==> src/rtl/seq_pattern_detector.sv <==
// -----------------------------------------------------------------------------
// seq_pattern_detector
//   Programmable SEQ_LEN-element sequence detector on a valid-qualified stream.
//   The pattern is held in registers (reset value DEFAULT_PAT, element 0 in the
//   LSBs) and can be rewritten one element at a time through the cfg port.
//   Matching is non-overlapping: after a full match the search restarts from
//   element 0. On a mismatch the only retained overlap is "the offending
//   element equals pattern element 0".
//
// Ports
//   clock         rising-edge clock
//   reset         asynchronous, active-high reset
//   in_valid      in_data is consumed this cycle
//   in_data       stream element (DATA_W)
//   cfg_we        write pattern element cfg_idx with cfg_data; clears progress
//   cfg_idx       element index; indices >= SEQ_LEN are ignored
//   cfg_data      element value (DATA_W)
//   clear         clear sticky flag and match counter
//   match         one-cycle pulse, cycle after the final element is accepted
//   match_sticky  set on match, held until clear/reset
//   match_count   saturating match counter (CNT_W)
//   progress      elements matched so far (0..SEQ_LEN-1)
//
// Build option
//   SEQ_DET_TIMEOUT_EN : when defined, TIMEOUT_CYC consecutive idle cycles
//   (in_valid=0) during a partial match drop the progress back to 0.
// -----------------------------------------------------------------------------
module seq_pattern_detector #(
   parameter int unsigned                DATA_W      = 8,
   parameter int unsigned                SEQ_LEN     = 3,
   parameter int unsigned                CNT_W       = 8,
   parameter logic [SEQ_LEN*DATA_W-1:0]  DEFAULT_PAT = {8'h3C, 8'hB2, 8'h1F},
   parameter int unsigned                TIMEOUT_CYC = 16
) (
   input  logic                           clock,
   input  logic                           reset,
   input  logic                           in_valid,
   input  logic [DATA_W-1:0]              in_data,
   input  logic                           cfg_we,
   input  logic [$clog2(SEQ_LEN)-1:0]     cfg_idx,
   input  logic [DATA_W-1:0]              cfg_data,
   input  logic                           clear,
   output logic                           match,
   output logic                           match_sticky,
   output logic [CNT_W-1:0]               match_count,
   output logic [$clog2(SEQ_LEN+1)-1:0]   progress
);

   localparam int unsigned IDX_W = $clog2(SEQ_LEN);
   localparam int unsigned PRG_W = $clog2(SEQ_LEN + 1);
   localparam logic [PRG_W-1:0] PRG_LAST = PRG_W'(SEQ_LEN - 1);
   localparam logic [CNT_W-1:0] CNT_MAX  = '1;

   // Coarse phase of the search; the exact position lives in prog_q.
   typedef enum logic [1:0] {
      S_IDLE  = 2'd0,   // nothing matched yet
      S_TRACK = 2'd1,   // partial match, more than one element still needed
      S_LAST  = 2'd2    // waiting for the final pattern element
   } state_e;

   state_e                          state_q, state_d;
   logic [PRG_W-1:0]                prog_q, prog_d;
   logic [SEQ_LEN-1:0][DATA_W-1:0]  pat_q, pat_d;
   logic                            match_q, match_d;
   logic                            sticky_q, sticky_d;
   logic [CNT_W-1:0]                count_q, count_d;

   logic [DATA_W-1:0]               cur_elem;
   logic                            elem_hit;
   logic                            first_hit;
   logic                            cfg_ok;
   logic                            idle_expire;

   // Element compares: expected element at the current position, and element 0
   // for the restart-on-mismatch case. Full-width compare, no masking.
   always_comb begin
      cur_elem  = pat_q[IDX_W'(prog_q)];
      elem_hit  = (in_data == cur_elem);
      first_hit = (in_data == pat_q[0]);
      cfg_ok    = (32'(cfg_idx) < SEQ_LEN);
   end

`ifdef SEQ_DET_TIMEOUT_EN
   localparam int unsigned       TO_W    = $clog2(TIMEOUT_CYC + 1);
   localparam logic [TO_W-1:0]   TO_LAST = TO_W'(TIMEOUT_CYC - 1);

   logic [TO_W-1:0] idle_q, idle_d;

   // Idle counter: runs only on idle cycles during a partial match; anything
   // else (valid input, cfg write, no progress) returns it to zero.
   always_comb begin
      idle_d      = '0;
      idle_expire = 1'b0;
      if (!cfg_we && !in_valid && (state_q != S_IDLE)) begin
         if (idle_q == TO_LAST) begin
            idle_expire = 1'b1;
         end else begin
            idle_d = idle_q + TO_W'(1);
         end
      end
   end

   always_ff @(posedge clock or posedge reset) begin
      if (reset) begin
         idle_q <= '0;
      end else begin
         idle_q <= idle_d;
      end
   end
`else
   logic unused_timeout;

   assign idle_expire    = 1'b0;
   assign unused_timeout = (TIMEOUT_CYC != 0);
`endif

   // Next-state, pattern update and match bookkeeping.
   always_comb begin
      state_d  = state_q;
      prog_d   = prog_q;
      pat_d    = pat_q;
      match_d  = 1'b0;
      sticky_d = sticky_q;
      count_d  = count_q;

      if (cfg_we) begin
         // Pattern change invalidates any partial match; a concurrent input
         // element is dropped.
         prog_d = '0;
         if (cfg_ok) begin
            pat_d[cfg_idx] = cfg_data;
         end
      end else if (in_valid) begin
         if (elem_hit) begin
            if (state_q == S_LAST) begin
               prog_d  = '0;
               match_d = 1'b1;
            end else begin
               prog_d = prog_q + PRG_W'(1);
            end
         end else begin
            prog_d = first_hit ? PRG_W'(1) : '0;
         end
      end else if (idle_expire) begin
         prog_d = '0;
      end

      if (prog_d == '0) begin
         state_d = S_IDLE;
      end else if (prog_d == PRG_LAST) begin
         state_d = S_LAST;
      end else begin
         state_d = S_TRACK;
      end

      // A match in the same cycle as clear wins: sticky set, count restarts at 1.
      if (match_d) begin
         sticky_d = 1'b1;
         if (clear) begin
            count_d = CNT_W'(1);
         end else if (count_q != CNT_MAX) begin
            count_d = count_q + CNT_W'(1);
         end
      end else if (clear) begin
         sticky_d = 1'b0;
         count_d  = '0;
      end
   end

   // State and output registers.
   always_ff @(posedge clock or posedge reset) begin
      if (reset) begin
         state_q  <= S_IDLE;
         prog_q   <= '0;
         pat_q    <= DEFAULT_PAT;
         match_q  <= 1'b0;
         sticky_q <= 1'b0;
         count_q  <= '0;
      end else begin
         state_q  <= state_d;
         prog_q   <= prog_d;
         pat_q    <= pat_d;
         match_q  <= match_d;
         sticky_q <= sticky_d;
         count_q  <= count_d;
      end
   end

   assign match        = match_q;
   assign match_sticky = sticky_q;
   assign match_count  = count_q;
   assign progress     = prog_q;

endmodule
==> config.mk <==
export PLATFORM = sky130hd
export DESIGN_NAME = seq_pattern_detector
export DESIGN_NICKNAME = d
export VERILOG_FILES = /design/src/rtl/seq_pattern_detector.sv
export SDC_FILE = /design/constraint.sdc
export NUM_CORES = 1
export LEC_CHECK = 0
export CAP_MARGIN = 10
export CORE_UTILIZATION = 45
export DETAILED_ROUTE_END_ITERATION = 16
export GPL_ROUTABILITY_DRIVEN = 0
export PLACE_DENSITY = 0.75
export SLEW_MARGIN = 15
export SYNTH_ARGS = -nofsm -noshare
export SYNTH_HDL_FRONTEND = slang
export SYNTH_SLANG_ARGS = --single-unit
==> constraint.sdc <==
create_clock -name clock -period 2.8 [get_ports clock]
set_clock_uncertainty 0.05 [all_clocks]
set_input_delay 0.56 -clock clock [delete_from_list [all_inputs] [get_ports clock]]
set_output_delay 0.56 -clock clock [all_outputs]
set_load 0.01 [all_outputs]
==> impl_metrics.toml <==
[logic_synthesis]
syn_area_mm2 = 0.00228
synth_area_leaders = "dfrtp_1, dfstp_2, mux2_2"
synthFlopType = "dfrtp_1"
ys_seq_elements = 37
synth.avg_cell_area_um2 = 11.2
async_flop_share = 1.00
ys_seq_area_frac = 0.414
synth.top_cell.area_share = 0.264
synth_edf_count = 0
synth_nets = 227
yosysUniqueCellTypes = 44
syn_inst = 203
synth_top_area_cell = "dfrtp_1"
yosysWarnings = 0

[timing]
fin_crit_ns = 2.52
finalCritPeriodShare = 0.901
report.final.slew_viol_count = 0
grt_setup_unrepaired = "false"
tightest_slew_ns = 0.778
setup_viol = 0
tns_ns = 0
max_freq_ghz = 0.396
hold_viol = 0
worst_slew_margin_rel = 0.481

[critical_path]
setup.worst_path.end_class = "register"
critPathKind = "register to register"
path_max_fanout = 33
cp.required_ns = 2.92
worstPathArrival_ns = 2.65
cp-start-kind = "register"

[power_and_ir_drop]
p_leak_nw = 1.16
ir_drop_mv = 0.291
powerDensity_mw_per_mm2 = 465
total_power_mw = 1.31

[hold_path]
hold_path_class = "register to register"

[clocking]
cts.sinks = 37
hold_buffers = 0
cts_buffer_depth = 2
cts_tree = "built"
clk_pin_slew_ns = 0.07
root_buffer = "clkbuf_8"
ctsResizeCount = 0
cts.htree.levels = 2
cts_buffers = 5
cts_setup_buffers = 0
clk_latency_ns = 0.29

[floorplan]
rows = 25
dieWidth_um = 73.1
die_h_um = 73.1
io_pins = 35
coreArea_mm2 = 0.00479
initial_core_util = 0.476
die_area_mm2 = 0.00535

[placed_design]
hpwl_mm = 3.24
port_buffers = 34

[final_layout]
num_antenna_cells = 0
drive_above_1_share = 0.290
fill_cells = 407
multi_input_comb_area_mm2 = 0.00127
seq_area_um2 = 942
area_delta_synth_final_pct = 23.7
layout_common_cells = "clkdlybuf4s50_1, mux2_2, dfrtp_1"
mostFrequentLayoutCell = "clkdlybuf4s50_1"
final_nets = 268

[global_routing]
grt_first_pass_wirelength_mm = 7.53
grt_pass1_vias = 1600
antenna_found_initial = 0
grt_max_degree = 38
grt_remaining_overflow = 0
grt_usage = 0.190

[detailed_routing]
vias_per_cell = 5.41
firstDrtPassIters = 4
wl_per_cell_um = 14.4
vias = 1688
drtAntennaViolNets = 0
finalWirelength_mm = 4.51
drc = 0
drtIter0Drc = 103

[status]
status = "completed"

[job]
maxCapViolCount = 0
## report_power, final
group	leakage [nW]	total [mW]	internal, mW	switching [mW]
Clock	0.0450	0.358	0.172	0.185
Combinational	0.670	0.280	0.168	0.112
Sequential	0.448	0.673	0.628	0.0453
## Yosys cell counts (2+ instances only)
master,count
mux2i_1,3
buf_4,2
nand3b_1,2
dfstp_2,13
nand4_1,6
nor3_1,4
a22oi_2,3
mux2_4,5
dfrtp_1,24
nand3_1,3
buf_2,2
o21ai_0,2
a221oi_1,6
xnor2_1,8
nor2b_1,20
or3_1,7
and4b_1,7
nand2_1,6
and3_1,3
nand2b_1,9
clkbuf_1,5
mux2_2,29
mux2_1,4
nor2_1,8
inv_1,3
## sequential cells by signal (all words and copies together), names as in the netlist
name / cells
progress: 1
match_count: 8
match_sticky: 1
pat_q: 24
state_q: 2
match: 1
## final cells by class
cell class	instances	share of cell area
clock buffers	6	0.0258
repair buffers	44	0.152
multi-input cells	153	0.450
well taps	67	0.0298
clock inverters	2	0.00356
inverters	3	0.00400
flip-flops and latches	37	0.335
## per-stage QoR
step | util | std cells | hold WS, ns | setup WS, ns | area, um^2
finish | 0.588 | 312 | 0.431 | 0.277 | 2820
global route | 0.588 | 312 | 0.449 | 0.0190 | 2820
CTS | 0.588 | 312 | 0.438 | 0.298 | 2820
detailed placement | 0.571 | 304 | 0.421 | 0.0539 | 2730
global placement | 0.571 | 304 | 0.412 | 0.0549 | 2730
floorplan | - | 203 | 0.424 | 0.431 | 2280
## logic make-up (layout without fill, tap and decap cells)
group                      Yosys count  count (layout)  share of synthesized area
and+or+nand+nor                     82              82                      0.228
muxes                               41              41                      0.209
DFF                                 37              37                      0.414
AOI/OAI and AO/OA                   21              21                     0.0830
buffers and inverters               13              55                     0.0291
xor gates and xnor gates             8               8                     0.0308
adders and majority gates            1               1                    0.00550
## routing by layer
metal	wire length, um	global-route usage	vias to the layer above
met1	2090	0.243	810
met2	2130	0.303	38
met5	0	0	-
met4	90	0.0828	0
li1	-	-	832
met3	193	0.0470	8
## critical path, cell delays in order, from the launching register on
cell and delay, ns:
dfrtp_1 0.85, nand2_1 0.16, o32ai_1 0.26, o22a_1 0.25, nand4_2 0.12, buf_4 0.17, nor3_1 0.21, mux2_1 0.35
## worst paths after layout
kind                            slack (ns)  depth (start not counted)                         end                      from
worst min-delay path                  0.43                          1    match_sticky$_DFFE_PP0P_  match_sticky$_DFFE_PP0P_
min in group asynchronous             0.62                          3       pat_q[10]$_DFFE_PP0P_                     reset
worst min register to register        0.43                          1    match_sticky$_DFFE_PP0P_  match_sticky$_DFFE_PP0P_
worst max register to register        0.28                          7  match_count[5]$_DFFE_PP0P_     progress[1]$_DFF_PP0_
max in group asynchronous             1.72                          3       pat_q[13]$_DFFE_PP1P_                     reset
worst max-delay path                  0.28                          7  match_count[5]$_DFFE_PP0P_     progress[1]$_DFF_PP0_
No activity file was read; power rests on OpenSTA's default activity.
